File: config.mk
export PLATFORM = sky130hd
export DESIGN_NAME = matrix_transpose_engine_flat
export DESIGN_NICKNAME = d
export VERILOG_FILES = /design/src/rtl/matrix_transpose_engine_pkg.sv /design/src/rtl/matrix_transpose_engine_if.sv /design/src/rtl/matrix_transpose_engine_idx_counter.sv /design/src/rtl/matrix_transpose_engine.sv /design/src/flat_wrapper.sv
export SDC_FILE = /design/constraint.sdc
export NUM_CORES = 1
export LEC_CHECK = 0
export CORE_MARGIN = 2
export CORE_UTILIZATION = 35
export DETAILED_ROUTE_END_ITERATION = 10
export PLACE_DENSITY = 0.8
export SLEW_MARGIN = 15
export SYNTH_ARGS = -nofsm -noshare
export SYNTH_HDL_FRONTEND = slang
export SYNTH_HIERARCHICAL = 1
export SYNTH_SLANG_ARGS = --single-unit
File: constraint.sdc
create_clock -name clk -period 2.2 [get_ports clk]
set_clock_uncertainty 0.15 [all_clocks]
set_input_delay 0.33 -clock clk [delete_from_list [all_inputs] [get_ports clk]]
set_output_delay 0.33 -clock clk [all_outputs]
set_load 0.03 [all_outputs]
File: src/rtl/matrix_transpose_engine_pkg.sv
// rtl/matrix_transpose_engine_pkg.sv - shared constants and FSM state type for the transpose engine
package transpose_pkg;

  localparam int DIM    = 16;
  localparam int WIDTH  = 32;
  localparam int IDX_W  = $clog2(DIM);
  localparam int ADDR_W = 2 * IDX_W;

  typedef enum logic [1:0] {
    IDLE  = 2'd0,
    RUN   = 2'd1,
    DRAIN = 2'd2,
    DONE  = 2'd3
  } state_t;

endpackage

File: src/rtl/matrix_transpose_engine_if.sv
// rtl/matrix_transpose_engine_if.sv - A read port and C write port bundle
interface matrix_transpose_engine_if #(
  parameter int DIM   = 16,
  parameter int WIDTH = 32
);
  localparam int ADDR_W = 2 * $clog2(DIM);

  logic [WIDTH-1:0]  Ai_p0_rd_data;
  logic              Ai_p0_addr_en;
  logic [ADDR_W-1:0] Ai_p0_addr_data;
  logic              Ai_p0_rd_en;
  logic              Co_p0_addr_en;
  logic [ADDR_W-1:0] Co_p0_addr_data;
  logic              Co_p0_wr_en;
  logic [WIDTH-1:0]  Co_p0_wr_data;

  // engine side
  modport master (
    input  Ai_p0_rd_data,
    output Ai_p0_addr_en, Ai_p0_addr_data, Ai_p0_rd_en,
    output Co_p0_addr_en, Co_p0_addr_data, Co_p0_wr_en, Co_p0_wr_data
  );

  // memory side
  modport slave (
    output Ai_p0_rd_data,
    input  Ai_p0_addr_en, Ai_p0_addr_data, Ai_p0_rd_en,
    input  Co_p0_addr_en, Co_p0_addr_data, Co_p0_wr_en, Co_p0_wr_data
  );

endinterface

File: src/rtl/matrix_transpose_engine_idx_counter.sv
// rtl/matrix_transpose_engine_idx_counter.sv - saturating element counter split into row/column indices
module transpose_idx_counter
  import transpose_pkg::*;
#(
  parameter int  DIM   = transpose_pkg::DIM,
  localparam int CW    = $clog2(DIM),
  localparam int AW    = 2 * CW
) (
  input  logic          clk,
  input  logic          rst_n,
  input  logic          i_clr,
  input  logic          i_en,
  output logic [CW-1:0] o_i,
  output logic [CW-1:0] o_j,
  output logic [AW-1:0] o_swap,
  output logic          o_tc
);

  logic [AW-1:0] r_cnt;
  logic          w_tc;

  assign w_tc = (r_cnt == {AW{1'b1}});

  // count one element per enabled cycle, holding at the last element instead of wrapping
  always_ff @(posedge clk or negedge rst_n) begin
    if (!rst_n) begin
      r_cnt <= '0;
    end else if (i_clr) begin
      r_cnt <= '0;
    end else if (i_en && !w_tc) begin
      r_cnt <= r_cnt + 1'b1;
    end
  end

  // row index is the high half, column index the low half, so j moves fastest
  assign o_i    = r_cnt[AW-1:CW];
  assign o_j    = r_cnt[CW-1:0];
  assign o_swap = {r_cnt[CW-1:0], r_cnt[AW-1:CW]};
  assign o_tc   = w_tc;

endmodule

File: src/rtl/matrix_transpose_engine.sv
// rtl/matrix_transpose_engine.sv - streaming DIM x DIM transpose between a read port and a write port
module matrix_transpose_engine
  import transpose_pkg::*;
#(
  parameter int  DIM    = transpose_pkg::DIM,
  parameter int  WIDTH  = transpose_pkg::WIDTH,
  localparam int CW     = $clog2(DIM),
  localparam int AW     = 2 * CW
) (
  input  logic                       clk,
  input  logic                       rst,
  input  logic                       t,
  matrix_transpose_engine_if.master  mem,
  output logic                       done
);

  state_t          r_state;
  state_t          w_next;
  logic            w_run;
  logic [CW-1:0]   w_i;
  logic [CW-1:0]   w_j;
  logic [AW-1:0]   w_swap;
  logic            w_tc;
  logic            r_wr_en;
  logic [AW-1:0]   r_wr_addr;
  logic [WIDTH-1:0] w_rd_data;

  // state register; reset aborts any run in progress
  always_ff @(posedge clk or negedge rst) begin
    if (!rst) begin
      r_state <= IDLE;
    end else begin
      r_state <= w_next;
    end
  end

  // next state: start only from IDLE, leave RUN once the last read has been issued
  always_comb begin
    w_next = r_state;
    case (r_state)
      IDLE:    if (t) w_next = RUN;
      RUN:     if (w_tc) w_next = DRAIN;
      DRAIN:   w_next = DONE;
      DONE:    w_next = IDLE;
      default: w_next = IDLE;
    endcase
  end

  assign w_run = (r_state == RUN);

  transpose_idx_counter #(
    .DIM (DIM)
  ) u_idx (
    .clk    (clk),
    .rst_n  (rst),
    .i_clr  (!w_run),
    .i_en   (w_run),
    .o_i    (w_i),
    .o_j    (w_j),
    .o_swap (w_swap),
    .o_tc   (w_tc)
  );

  // write stage trails the read by one cycle, matching the memory read latency
  always_ff @(posedge clk or negedge rst) begin
    if (!rst) begin
      r_wr_en   <= 1'b0;
      r_wr_addr <= '0;
    end else begin
      r_wr_en   <= w_run;
      r_wr_addr <= w_run ? w_swap : '0;
    end
  end

  assign mem.Ai_p0_rd_en     = w_run;
  assign mem.Ai_p0_addr_en   = w_run;
  assign mem.Ai_p0_addr_data = w_run ? {w_i, w_j} : '0;

  // read data lands in the same cycle it is written, so it passes straight through
  assign w_rd_data           = mem.Ai_p0_rd_data;
  assign mem.Co_p0_wr_data   = w_rd_data;
  assign mem.Co_p0_wr_en     = r_wr_en;
  assign mem.Co_p0_addr_en   = r_wr_en;
  assign mem.Co_p0_addr_data = r_wr_addr;

  assign done = (r_state == DONE);

endmodule

File: src/flat_wrapper.sv
// flat-port wrapper written by rule: the top's interface ports become plain ports
module matrix_transpose_engine_flat import transpose_pkg::*;
#(
  parameter int  DIM    = transpose_pkg::DIM,
  parameter int  WIDTH  = transpose_pkg::WIDTH,
  localparam int CW     = $clog2(DIM),
  localparam int AW     = 2 * CW
)
  (clk, rst, t, done, mem_Ai_p0_rd_data, mem_Ai_p0_addr_en, mem_Ai_p0_addr_data, mem_Ai_p0_rd_en, mem_Co_p0_addr_en, mem_Co_p0_addr_data, mem_Co_p0_wr_en, mem_Co_p0_wr_data);
  matrix_transpose_engine_if #(.DIM(DIM), .WIDTH(WIDTH)) mem_i ();
  input  logic clk;
  input  logic rst;
  input  logic t;
  output logic done;
  input wire logic [$bits(mem_i.Ai_p0_rd_data)-1:0] mem_Ai_p0_rd_data;
  output wire logic [$bits(mem_i.Ai_p0_addr_en)-1:0] mem_Ai_p0_addr_en;
  output wire logic [$bits(mem_i.Ai_p0_addr_data)-1:0] mem_Ai_p0_addr_data;
  output wire logic [$bits(mem_i.Ai_p0_rd_en)-1:0] mem_Ai_p0_rd_en;
  output wire logic [$bits(mem_i.Co_p0_addr_en)-1:0] mem_Co_p0_addr_en;
  output wire logic [$bits(mem_i.Co_p0_addr_data)-1:0] mem_Co_p0_addr_data;
  output wire logic [$bits(mem_i.Co_p0_wr_en)-1:0] mem_Co_p0_wr_en;
  output wire logic [$bits(mem_i.Co_p0_wr_data)-1:0] mem_Co_p0_wr_data;
  assign mem_i.Ai_p0_rd_data = mem_Ai_p0_rd_data;
  assign mem_Ai_p0_addr_en = mem_i.Ai_p0_addr_en;
  assign mem_Ai_p0_addr_data = mem_i.Ai_p0_addr_data;
  assign mem_Ai_p0_rd_en = mem_i.Ai_p0_rd_en;
  assign mem_Co_p0_addr_en = mem_i.Co_p0_addr_en;
  assign mem_Co_p0_addr_data = mem_i.Co_p0_addr_data;
  assign mem_Co_p0_wr_en = mem_i.Co_p0_wr_en;
  assign mem_Co_p0_wr_data = mem_i.Co_p0_wr_data;
  matrix_transpose_engine #(.DIM(DIM), .WIDTH(WIDTH)) u_core (.clk(clk), .rst(rst), .t(t), .mem(mem_i), .done(done));
endmodule
==> run summary, run 1 <==
Global Route Usage Sum: 10.45%
Sw Share: 37.83%
Clock sinks: 19
ANT nets after route: 0
WP buf/inv: 2
Setup ws final: 180.4 ps
Worst skew pair latency: 260 ps
Fillers: 351
Initial Util: 35.84%
Worst Hold Class: in2async
Post-Syn Nets: 171
CTS tree: built
Outcome: finished clean
Crit. End Element: output port
Port bufs: 23
Synth top area share: 36.79%
Clock buffer depth: 2
Pre-CTS setup slack: 164.1 ps
Largest net degree at the start of global routing: 20
Synth area leader: dfrtp_1
Reg2Reg Launch Point: u_core/u_idx/r_cnt[1]
Layout cells sized above 1: 24.58%
Sequential power share: 34.7%
CP top delay family: buffers and inverters
Root Buffer: clkbuf_8
RSZ-0062 raised after global routing: no
Post-CTS Setup Bufs: 0
Clock transition at path regs: 70 ps
Synthesized area per cell: 9.942 um2
Worst path depth: 4
Worst Reg-to-Reg Cells: 6
Worst Setup Start Kind: register
Netlist cell types: 30
Wire length on met3: 165 um
Die area: 0.004195 mm2
Die Wd: 64.77 um
Met1 WL: 758 um
Routed vias: 763
Cell chain of the critical path: inv_1 -> ha_1 -> and2_1 -> dlygate4sd2_1
Post-synthesis sequential area ratio: 36.79%
CP Class: reg2out
Max incr delay on CP: 410 ps
Clock power share: 19.8%
Relative slew slack: 78.76%
Commonest non-fill, non-tap cell in the layout: dfrtp_1
DRT iter0 DRCs: 41
Area grow syn2layout: 2.614%
Pwr Density: 918.3 mW/mm2
Worst Path Required: 1720 ps
Global route total overflow: 0
Met2 wire length: 1.031 mm
Wirelength per Cell: 11.98 um
Final wirelength: 1.989 mm
Max Slew Vio Count: 0
Sw power: 460.7 uW
Area of the core: 0.003606 mm2
Worst setup path startpoint: u_core/r_state[1]
Synthesized instance count: 130
Total leakage power: 0.0006313 uW
First-pass GRT wire length: 3.381 mm
Ys Warns: 6
Residual DRC: 0
Int Pwr: 757.2 uW
Period Utilization, post-route: 91.80%
Fin. Hold Viols: 0
Net count, final: 160
CP max FO: 5
H-tree depth: 1
Synthesized area: 0.001292 mm2
Endpoints failing setup: 0
Dpl hpwl: 1.523 mm
IO Count: 88
Number of global-route vias before repair: 752
# diodes: 0
Minimum clock period: 2020 ps
Row Count: 22
Gate power share: 45.5%
Fin Setup TNS: 0 ps
1st-pass router iterations: 4
Max Used Layer: met4
Antenna violations before repair: 0
Final Wtd Congestion: 0.7364
Max stage delay cell, worst path: dfrtp_1
Fmax: 0.4951 GHz
Vias per inst: 4.596
FF+latch count, synth: 19
Max-cap viol count: 0
Tightest Pin Transition: 318.3 ps
Inserted Clock Buffers: 3
Most frequent cells in the layout: 19 x dfrtp_1, 13 x clkdlybuf4s50_1, 9 x buf_4, 9 x and2_1, 8 x and2_2
Critical Path AT: 1540 ps
Area contributors post-synth: dfrtp_1 37%, buf_4 24%, ha_1 5.8%
Overall die height: 64.77 um
Peak VDD IR: 0.2452 mV
-- power by group through the flow --
stage	clock network, uW	logic (uW)	registers (uW)
finish	241	555	422
global route	270	607	429
CTS	250	562	423
detailed placement	0	574	430
global placement	0	550	424
floorplan	0	489	453
-- final cells by class --
| class | instances | area (um2) | area share (%) |
|---|---|---|---|
| clock inverter | 1 | 5.005 | 0.3774 |
| clock buffer | 3 | 41.29 | 3.113 |
| multi-input combinational | 62 | 475.5 | 35.85 |
| inverter | 5 | 18.77 | 1.415 |
| sequential | 19 | 475.5 | 35.85 |
| timing repair buffer | 28 | 250.2 | 18.87 |
| tap | 48 | 60.06 | 4.528 |
-- kinds of logic after synthesis --
family	after synthesis	synth area share, %
flops	19	36.79
fa+ha+maj	6	5.808
mux	4	3.969
compound gates	14	8.034
simple gates	38	18.97
buf+inv	49	26.43
-- synth_stat cells, drive strengths merged --
cell type	number
o21bai	2
mux2i	1
nor2b	2
nand4	2
nor3	2
nor3b	1
mux2	3
nor4b	1
and3	1
nand2	3
and2b	1
a211oi	4
nor2	1
dfrtp	19
a31oi	2
clkbuf	2
inv	5
and4	2
and2	17
ha	6
buf	42
a21oi	4
nand3	3
nand2b	2
o32a	1
a21boi	1
-- flip-flops by register name, indices dropped and copies added, names as in the netlist --
register,flops
u_core/mem.Co_p0_addr_data,8
u_core/u_idx/r_cnt,8
u_core/mem.Co_p0_addr_en,1
u_core/r_state,2
-- metrics by stage --
stage | utilization [%] | area, um2 | hold WS, ps | instances | total power (uW)
floorplan | - | 1292 | -115.6 | 130 | 942.2
global placement | 35.70 | 1287 | 397.2 | 162 | 974.6
detailed placement | 35.70 | 1287 | 418.0 | 162 | 1004
CTS | 36.78 | 1326 | 261.7 | 166 | 1234
global route | 36.78 | 1326 | 279.4 | 166 | 1306
finish | 36.78 | 1326 | 254.8 | 166 | 1218
-- routing by layer --
| metal | GRT usage (%) | vias to the layer above |
|---|---|---|
| met4 | 6.383 | 0 |
| met1 | 11.00 | 360 |
| met2 | 18.69 | 32 |
| met3 | 2.431 | 4 |
| met5 | 0 | - |
| li1 | - | 367 |
-- worst paths after layout --
check | to | slack [ps]
hold / removal | u_core/mem.Co_p0_addr_en | 250
setup reg to reg | u_core/r_state[1] | 250
min in group clk | u_core/r_state[1] | 430
setup / recovery | mem_Ai_p0_addr_data[0] | 180
hold reg to reg | u_core/r_state[1] | 430
max in group asynchronous | u_core/mem.Co_p0_addr_data[0] | 1450
-- timing repair --
| item | CTS | global route |
|---|---|---|
| endpoints found under the setup margin | 6 | 0 |
| resized for setup | 6 | 0 |
| hold buffers | 0 | 0 |
No activity file was read; power rests on OpenSTA's default activity.
==> inputs of run 2 (changes only) <==
SKIP_LAST_GASP = 1   (was default)
==> results of run 2 <==
No change in the layout: final DEF, timing and power equal those of run 1.
==> edit (flow settings as in run 2) <==
`DIM` is set to 16 in 2 places; all go to 8.
--- a/src/rtl/matrix_transpose_engine_pkg.sv
+++ b/src/rtl/matrix_transpose_engine_pkg.sv
@@ -2,5 +2,5 @@
 package transpose_pkg;
 
-  localparam int DIM    = 16;
+  localparam int DIM    = 8;
   localparam int WIDTH  = 32;
   localparam int IDX_W  = $clog2(DIM);
--- a/src/rtl/matrix_transpose_engine_if.sv
+++ b/src/rtl/matrix_transpose_engine_if.sv
@@ -1,5 +1,5 @@
 // rtl/matrix_transpose_engine_if.sv - A read port and C write port bundle
 interface matrix_transpose_engine_if #(
-  parameter int DIM   = 16,
+  parameter int DIM   = 8,
   parameter int WIDTH = 32
 );
Ports: changed (resized mem_Ai_p0_addr_data and mem_Co_p0_addr_data); port bits go from 88 to 84. No check against the original RTL was run, so the function may have changed too.
==> edit against run 2 <==
  * Worst setup slack worse by 0.049 ns
  * Global-route usage grew 2.6 points
  * Largest cell class is now multi-input combinational cells
  * Sequential share of layout area decreased by 1.1 points
  * Highest routed layer unchanged
  * Synthesized area decreased by 14%
  * Hold slack improved by 0.054 ns
  * Routed wire length rose by 13%
  * Combinational power decreased by 2%
  * Sequential cell count fell by 4
  * Final cell count down 16%
  * Sequential power shrank 15%
  * Cell area fell by 18%
  * Total power is 13% lower
==> edit: results (changes against run 2) <==
[detailed_routing]
detail_route.iter0.violations=12  ; was 41
routed_wl_mm=2.25  ; was 1.99 mm
detail_route.wirelength.met1_um=675  ; was 758 µm
highest_layer=met4  ; unchanged
met2WireLength_mm=1.18  ; was 1.03 mm
viasPerCell=4.81  ; was 4.60
first_pass_iters=4  ; unchanged
wl_met3_um=258  ; was 165 µm

[finish]
n_antenna_cell=0  ; unchanged
nets=138  ; was 160
fill_cells=320  ; was 351
drive_gt1_share_pct=16.7  ; was 24.6%

[synthesis]
synthesis.nets=155  ; was 171
synth.yosys.seq_area_share_pct=33.7  ; was 36.8%
ys_types=29  ; was 30
yosysWarnings=6  ; unchanged
yosys-top-cells-count=buf_4, dfrtp_1, and2_1, inv_1, ha_1  ; was buf_4, dfrtp_1, and2_1, and2_2, ha_1
synth_area_leaders=dfrtp_1, buf_4, ha_1  ; unchanged
synth-async-reset-ratio_pct=100  ; unchanged
ys.flop_type=dfrtp_1  ; unchanged

[grt]
grt_pass1_wl_mm=3.44  ; was 3.38 mm
grtUsageTotal_pct=13.1  ; was 10.4%
grt_max_degree=16  ; was 20
antenna_found_initial=0  ; unchanged
grt_pass1_vias=654  ; was 752

[worst_setup_path]
arrival_ns=1.59  ; was 1.54 ns
crit_path_top_delay_cell=dfrtp_1  ; unchanged
critPathMaxStageDelay_ns=0.42
worst-path-max-fanout=10  ; was 5

[clocking]
clkTransAtPathRegs_ns=0.09  ; was 0.07 ns
htreeDepth=1  ; unchanged
clkLatencyLatePin_ns=0.28  ; was 0.26 ns
cts_buffers=3  ; unchanged
clockBufferDepth=2  ; unchanged
root_buffer=clkbuf_4  ; was clkbuf_8
post_cts_buffers=0  ; unchanged
cts.repair.resized=6  ; unchanged

[power_and_ir_drop]
peakVddDrop_mv=0.306  ; was 0.245 mV
p_sw_share_pct=41.3  ; was 37.8%
p_leak_nw=0.529  ; was 0.631 nW

[timing]
slew_headroom_pct=54.0  ; was 78.8%
hold_viol=0  ; unchanged

[place]
gp_congestion=0.832  ; was 0.736
dpl.hpwl_mm=1.85  ; was 1.52 mm
port-buffer-count=19  ; was 23
place_ws_ns=0.0958  ; was 0.164 ns

[run_status]
outcome=completed  ; unchanged

[min_path]
min_path_type=in2async  ; unchanged

## edit: cell types whose count changed in the layout (fill, tap and decap cells not counted), moves of 3 or more
cell / before / now
clkbuf_4: 0 / 3
and2_2: 8 / 3
buf_4: 9 / 2
clkbuf_8: 3 / 0
a211oi_1: 4 / 1
dfrtp_1: 19 / 15
## edit: logic make-up after synthesis
kind of cell	count (synthesis)	synth area share (%)
buffers and inverters	50	31.3
adders and majority gates	6	6.73
DFF	15	33.7
AOI/OAI and AO/OA	12	8.42
muxes	1	1.35
and+or+nand+nor	30	18.5
## edit: per-stage QoR
stage / instance area (µm²) / hold WS (ns) / util [%] / total power [mW] / cells
after floorplan: 1110 / -0.116 / - / 0.870 / 114
after global placement: 1050 / 0.396 / 34.5 / 0.877 / 136
after detailed placement: 1050 / 0.409 / 34.5 / 0.914 / 136
after CTS: 1070 / 0.314 / 35.1 / 1.07 / 140
after global routing: 1080 / 0.342 / 35.4 / 1.14 / 140
final: 1080 / 0.309 / 35.4 / 1.06 / 140
## edit: area by class of cell
cell class	count	area (µm²)	share of cell area, %
Clock buffer	3	22.5	2.08
Clock inverter	1	5.00	0.463
Inverter	7	26.3	2.43
Multi-Input combinational cell	49	393	36.3
Sequential cell	15	375	34.7
Tap cell	44	55.1	5.09
Timing Repair Buffer	21	204	18.9
## edit: metal layers
layer	up-vias	GRT usage (%)
met3	18	4.05
met4	0	11.5
li1	304	-
met1	307	11.1
met2	45	24.1
met5	-	0
## edit: worst paths after layout
check,startpoint,to,slack [ns],depth (start not counted)
max,u_core/r_state[1],mem_Ai_p0_addr_data[3],0.13,4
min,rst,u_core/mem.Co_p0_addr_en,0.31,1
max reg2reg,u_core/u_idx/r_cnt[0],u_core/r_state[1],0.42,6
min reg2reg,u_core/u_idx/r_cnt[4],u_core/mem.Co_p0_addr_data[1],0.43,1
max in group asynchronous,rst,u_core/mem.Co_p0_addr_data[4],1.15,1
min in group clk,u_core/u_idx/r_cnt[4],u_core/mem.Co_p0_addr_data[1],0.43,1
## edit: critical path, delay by kind of cell (launching register included)
family | cells | cell delay (ns)
DFF | 1 | 0.42
buffers and inverters | 2 | 0.50
adders and majority gates | 1 | 0.25
and+or+nand+nor | 1 | 0.14
## edit: power by group through the flow
stage / combinational [mW] / sequential [mW] / clock (mW)
final: 0.546 / 0.359 / 0.153
after global routing: 0.601 / 0.366 / 0.169
after CTS: 0.550 / 0.359 / 0.159
after detailed placement: 0.550 / 0.365 / 0
after global placement: 0.520 / 0.357 / 0
after floorplan: 0.491 / 0.379 / 0
